$ cat config.mk
export PLATFORM = sky130hd
export DESIGN_NAME = fft_frame_collector
export DESIGN_NICKNAME = d
export VERILOG_FILES = /design/src/rtl/fft_frame_collector.sv
export SDC_FILE = /design/constraint.sdc
export NUM_CORES = 1
export LEC_CHECK = 0
export ABC_AREA = 1
export BUFFER_PORTS_ARGS = -buffer_cell sky130_fd_sc_hd__buf_2
export CAP_MARGIN = 5
export CORE_MARGIN = 10
export CORE_UTILIZATION = 30
export CTS_CLUSTER_DIAMETER = 60
export DETAILED_ROUTE_END_ITERATION = 16
export PLACE_DENSITY = 0.65
export SLEW_MARGIN = 25
export SYNTH_ARGS = -nofsm -noshare
export SYNTH_HDL_FRONTEND = slang
export SYNTH_SLANG_ARGS = --single-unit
$ cat constraint.sdc
create_clock -name clk -period 1.5 [get_ports clk]
set_clock_uncertainty 0.05 [all_clocks]
set_input_delay 0.225 -clock clk [delete_from_list [all_inputs] [get_ports clk]]
set_output_delay 0.225 -clock clk [all_outputs]
set_load 0.02 [all_outputs]
$ cat src/rtl/fft_frame_collector.sv
// Serial-to-parallel frame collector: writes a serial sample stream into a
// POINTS-entry frame register (natural or bit-reversed order) and presents it in parallel.
module fft_frame_collector #(
    parameter int unsigned DATA_WIDTH = 8,
    parameter int unsigned POINTS     = 16,
    parameter int unsigned BIT_REV    = 0
) (
    input  logic                      clk,
    input  logic                      rst_n,
    input  logic                      s_valid,
    output logic                      s_ready,
    input  logic [DATA_WIDTH-1:0]     s_data,
    input  logic                      s_last,
    output logic                      m_valid,
    input  logic                      m_ready,
    output logic [DATA_WIDTH-1:0]     m_data [POINTS],
    output logic [$clog2(POINTS):0]   fill_cnt,
    output logic                      frame_err
);

    localparam int unsigned AW = $clog2(POINTS);
    localparam int unsigned CW = AW + 1;

    typedef enum logic [1:0] {
        IDLE = 2'd0,
        FILL = 2'd1,
        HOLD = 2'd2
    } state_t;

    state_t                  state_q, state_d;
    logic [CW-1:0]           fill_q, fill_d;
    logic                    s_ready_q, s_ready_d;
    logic                    m_valid_q, m_valid_d;
    logic                    err_q, err_d;
    logic                    wr_en;
    logic [AW-1:0]           wr_addr;
    logic [DATA_WIDTH-1:0]   mem_q [POINTS];

    function automatic logic [AW-1:0] bitrev(input logic [AW-1:0] a);
        logic [AW-1:0] r;
        for (int i = 0; i < int'(AW); i++) begin
            r[i] = a[AW-1-i];
        end
        return r;
    endfunction

    // Frame slot addressed by the running beat index
    always_comb begin
        wr_addr = fill_q[AW-1:0];
        if (BIT_REV != 0) begin
            wr_addr = bitrev(fill_q[AW-1:0]);
        end
    end

    always_comb begin
        state_d = state_q;
        fill_d  = fill_q;
        err_d   = 1'b0;
        wr_en   = 1'b0;
        unique case (state_q)
            IDLE: state_d = FILL;
            FILL: begin
                if (s_valid && s_ready_q) begin
                    wr_en = 1'b1;
                    if (fill_q == CW'(POINTS - 1)) begin
                        state_d = HOLD;
                        fill_d  = CW'(POINTS);
                        err_d   = !s_last;
                    end else if (s_last) begin
                        // Short frame: keep the sample, restart the count, never present it
                        fill_d = '0;
                        err_d  = 1'b1;
                    end else begin
                        fill_d = fill_q + CW'(1);
                    end
                end
            end
            HOLD: begin
                if (m_ready) begin
                    state_d = FILL;
                    fill_d  = '0;
                end
            end
            default: state_d = IDLE;
        endcase
        s_ready_d = (state_d == FILL);
        m_valid_d = (state_d == HOLD);
    end

    always_ff @(posedge clk or negedge rst_n) begin
        if (!rst_n) begin
            state_q   <= IDLE;
            fill_q    <= '0;
            s_ready_q <= 1'b0;
            m_valid_q <= 1'b0;
            err_q     <= 1'b0;
        end else begin
            state_q   <= state_d;
            fill_q    <= fill_d;
            s_ready_q <= s_ready_d;
            m_valid_q <= m_valid_d;
            err_q     <= err_d;
        end
    end

    always_ff @(posedge clk or negedge rst_n) begin
        if (!rst_n) begin
            for (int i = 0; i < int'(POINTS); i++) begin
                mem_q[i] <= '0;
            end
        end else if (wr_en) begin
            mem_q[wr_addr] <= s_data;
        end
    end

    always_comb begin
        for (int i = 0; i < int'(POINTS); i++) begin
            m_data[i] = mem_q[i];
        end
    end

    assign s_ready   = s_ready_q;
    assign m_valid   = m_valid_q;
    assign fill_cnt  = fill_q;
    assign frame_err = err_q;

endmodule

=== Word-level counts from Yosys, hierarchy flattened ===
Index checks and enable logic that the tools add are counted.

* Add/sub/neg operators: 1
* $lt $le $gt $ge: 2
* Equality and inequality tests: 7
* Multiplexer cells: 18
* Bitwise logic cells: 1
* Reduce and logical (&&, ||, !) cells: 6

{| class="wikitable"
|+ Operator list
! cell !! number
|-
| $bwmux 128 || 1
|-
| $demux 8 s4 || 1
|-
| $mux 5 || 4
|-
| $pmux 5 s2 || 1
|-
| $mux 8 || 1
|-
| $mux 1 || 6
|-
| $mux 2 || 3
|-
| $pmux 2 s3 || 1
|-
| $add 5x1->5 const B || 1
|-
| $eq 5x4->1 const B || 1
|-
| $ge 5x5->1 const B || 1
|-
| $lt 5x1->1 const B || 1
|-
| $not 4->5 || 1
|-
| $eq 2x1->1 const B || 2
|-
| $eq 2x2->1 const B || 2
|-
| $ne 2x2->1 const B || 2
|-
| $reduce_and 3->1 || 1
|-
| $logic_and 1x1->1 || 2
|-
| $logic_not 2->1 || 1
|-
| $reduce_bool 2->1 || 1
|-
| $logic_not 1->1 || 1
|}

* Register bits after elaboration: 138
* Input port bits: 13
* Output and inout port bits: 136

=== Logic depth before layout (Yosys ltp) ===
* Depth after elaboration: 6
* Depth in mapped cells: 9
* Depth with buffers taken out: 9

=== Least setup slack after synthesis ===
Ideal clock, no wire load.

* Path kind: reg2reg
* Start: register fill_q[1] (netlist: fill_cnt[1])
* End: register fill_q[0] (netlist: fill_cnt[0])
* Library setup time: 0.127 ns
* Data arrival time: 1.442 ns
* Data required time: 1.323 ns
* Setup slack: -0.120 ns
* Stages on the path, launching flop included: 10
* Path buffers: 0
* Cell sequence: dfrtp_1 -> ha_1 -> inv_1 -> nor2_1 -> ha_1 -> inv_1 -> nand3_1 -> inv_1 -> nand3_1 -> o21ai_0

* Word-level cells in the longest chain between the ends: 4

{| class="wikitable"
|+ RTL lines
! item !! line !! source
|-
| start, declared || 31 || <nowiki>logic [CW-1:0] fill_q, fill_d;</nowiki>
|-
| start signal, assigned || 99 || <nowiki>fill_q <= fill_d;</nowiki>
|-
| $eq 5x4->1 || 65 || <nowiki>if (fill_q == CW'(POINTS - 1)) begin</nowiki>
|-
| $mux 5 || 65 ||
|-
| $mux 5 || 63 || <nowiki>if (s_valid && s_ready_q) begin</nowiki>
|-
| $pmux 5 s2 || 60 || <nowiki>unique case (state_q)</nowiki>
|}

Every way passes these cells. The select of a mux whose other input is x is not followed.
A chain may end at the register's enable or synchronous reset.

=== Final worst setup path ===
* Start: register fill_q[1] (netlist: fill_cnt[1])
* End: register fill_q[4] (netlist: fill_cnt[4])

* Word-level cells in the longest chain between the ends: 5
* Elaborated cells on any way between the ends: 6
* Classes of those cells: add/sub (1); eq/ne (1); mux (4)

{| class="wikitable"
|+ RTL lines
! item !! line !! source
|-
| $add 5x1->5 || 74 || <nowiki>fill_d = fill_q + CW'(1);</nowiki>
|-
| $mux 5 || 69 || <nowiki>end else if (s_last) begin</nowiki>
|-
| $mux 5 (*) || 65 ||
|-
| $mux 5 (*) || 63 ||
|-
| $pmux 5 s2 (*) || 60 ||
|}

Mark *: on every way between the ends. The rest lies on a longest branch, timed or not. The select of a mux whose other input is x is not followed.

==> reports/qor.txt <==
Status - complete, no violations
CTS buffer count - 17
CP bufs+invs - 2
WP data arrival - 1.69 ns
Layout cells sized above 1 - 38.8%
Fin. Hold Viols - 0
Area grow syn2layout - 37.3%
Dpl ws - -0.114 ns
Critical Path RT - 1.73 ns
Maxcap violations - 0
Rel. slew slack - 79.1%
Stages on worst setup path - 7
RSZ-0062 raised after global routing - true
Slowest stage delay, CP - 0.45 ns
Initial antenna violation count - 0
Total track usage - 13.2%
Largest net degree at the start of global routing - 55
Initial Util - 30.3%
Worst Hold Class - in -> reg
Critical Path, Cell by Cell - ha_4 > inv_4 > nor2_4 > ha_4 > buf_4 > o21ai_0 > o21ai_0
Die W - 154 um
Fin nets - 724
Tmin final - 1.46 ns
Syn Area/Cell - 10.3 um^2
Area after DPL - 0.00660 mm^2
CTS tree - built
Min-Delay Path Depth - 4
Crit-path max FO - 4
Port bufs - 148
Layout Utilization - 41.6%
Slew Limit Fails - 0
DRC - 0
Row count - 49
Syn Std Cell Area - 0.00541 mm^2
Post-route ant nets - 0
Routed WL per cell - 16.9 um
Yosys warns - 0
Vias in the first global route - 4241
Via/cell ratio - 4.46
Tcrit/Tclk final - 97.1%
P_int - 8120 uW
Initial DRC count - 193
Leakage - 0.00390 uW
Commonest non-fill, non-tap cells in the layout - 154 x nand2_1, 147 x buf_2, 135 x dfrtp_1
Combinational share of power - 22.9%
H-tree depth - 4
Seq pwr share - 40.3%
Mapped Cells - 523
Worst-path clk slew - 0.06 ns
Via count - 4224
Core box area - 0.0178 mm^2
F_max - 687 MHz
GPL Wtd Cong - 0.787
Final Worst Setup Slack - 0.0441 ns
Clk Latency, worst-skew pair - 0.41 ns
Routed wire length - 16.1 mm
I/O pin count - 149
Max Root-Sink Buffers - 2
Root Driver - clkbuf_16
Sw frac - 31.6%
Worst Setup Start Kind - register
Critical path's slowest cell - dfrtp_2
Synth cell types - 18
Worst path top cell family by delay - flip-flops
Critical path class - reg -> reg
Final setup fails - 0
Peak supply drop - 0.816 mV
Drt first pass iters - 4
Net Sw Power - 3760 uW
First-pass GRT wire length - 24.7 mm
Crit end category - register
Reg2Reg Depth - 7
Die area - 0.0238 mm^2
Hpwl dp - 11.2 mm
PD cells - 1600 mW/mm^2
# fillers - 1724
#FFs+latches synth - 138
Tot Pwr - 11900 uW
Slew @ Worst Pin - 0.313 ns
Most common cell after layout, fill and taps aside - nand2_1
Fin area - 0.00742 mm^2
Total gr overflow - 0
Antenna fix cells - 0
Post-Synthesis Net Count - 541
Smallest hold slack - 0.0539 ns
Clock power share - 36.8%
Total clock sinks - 138
Sequential area share after synthesis - 63.9%
DIE HEIGHT - 154 um
==> worst reg2reg max path: cells and delay by family, from the launching register on <==
kind	cells	cell delay (ns)
and+or+nand+nor	1	0.04
adders and majority gates	2	0.35
AOI/OAI and AO/OA	2	0.27
DFF	1	0.45
buffers and inverters	2	0.20
==> layer usage <==
metal  up-vias  wire length [um]  GRT usage (%)
met4         0               115           3.24
met3         7              1190           5.10
met2       130              7610           20.8
li1       2068                 -              -
met5         -                 0              0
met1      2019              7150           16.6
==> per-stage QoR <==
stage | TNS, ns | instances
2_1_floorplan | 0 | 523
3_3_place_gp | -0.109 | 901
3_5_place_dp | -0.341 | 901
4_1_cts | 0 | 938
5_1_grt | -0.342 | 948
6_report | 0 | 948
==> timing repair <==
item,in CTS,in global routing
resized for setup,2,34
pin swaps,1,13
hold buffers,2,0
endpoints found under the setup margin,6,110
gates cloned,0,2
hold endpoints to repair,107,0
setup buffers,3,9
==> flip-flops by register name (all words and copies together) (netlist names) <==
register and cells:
fill_cnt 5, m_data 128, s_ready 1, frame_err 1
state_q 2, m_valid 1
==> synthesized netlist by cell type <==
master    number  area, um^2
buf_12         1        20.0
buf_6         16         180
clkbuf_1       8        30.0
dfrtp_1      138        3450
ha_1           5        62.6
inv_1         23        86.3
inv_2          1        3.75
nand2_1      156         586
nand2_2        2        12.5
nand2_4        7        78.8
nand3_1        6        30.0
nand4_1        1        6.26
nor2_1        21        78.8
nor2_4         1        11.3
o21ai_0       76         380
o21ai_1       38         190
o21ai_2       21         184
o22ai_1        2        12.5
==> power groups by stage <==
stage                     Sequential (uW)  Clock (uW)  Combinational, uW
after global routing                 4870        4630               2980
final                                4780        4370               2720
after detailed placement             4850           0               2740
after floorplan                      5650           0                719
after global placement               4840           0               2690
after CTS                            4790        4470               2760
==> path summary, 6_finish.rpt <==
| kind | start | end | slack [ns] |
|---|---|---|---|
| max in group asynchronous | rst_n | m_data[115] | 0.60 |
| min in group asynchronous | rst_n | m_data[54] | 0.20 |
| worst max register to register | fill_cnt[1] | fill_cnt[4] | 0.04 |
| worst max-delay path | fill_cnt[1] | fill_cnt[4] | 0.04 |
| worst min register to register | m_data[48] | m_data[48] | 0.43 |
| worst min-delay path | s_last | frame_err | 0.05 |
==> cell type report <==
type | count | area [um^2] | area share (%)
flip-flops and latches | 138 | 3460 | 46.6
multi-input cells | 336 | 1700 | 22.9
repair buffers | 189 | 1260 | 17.0
clock buffers | 22 | 484 | 6.52
well taps | 229 | 287 | 3.86
clock inverters | 10 | 139 | 1.87
inverters | 24 | 92.6 | 1.25
==> cells by family after synthesis <==
family	share of synthesized area, %
and+or+nand+nor	14.9
AOI/OAI and AO/OA	14.2
DFF	63.9
adders and majority gates	1.16
buffers and inverters	5.92
(Power assumes the default switching activity.)
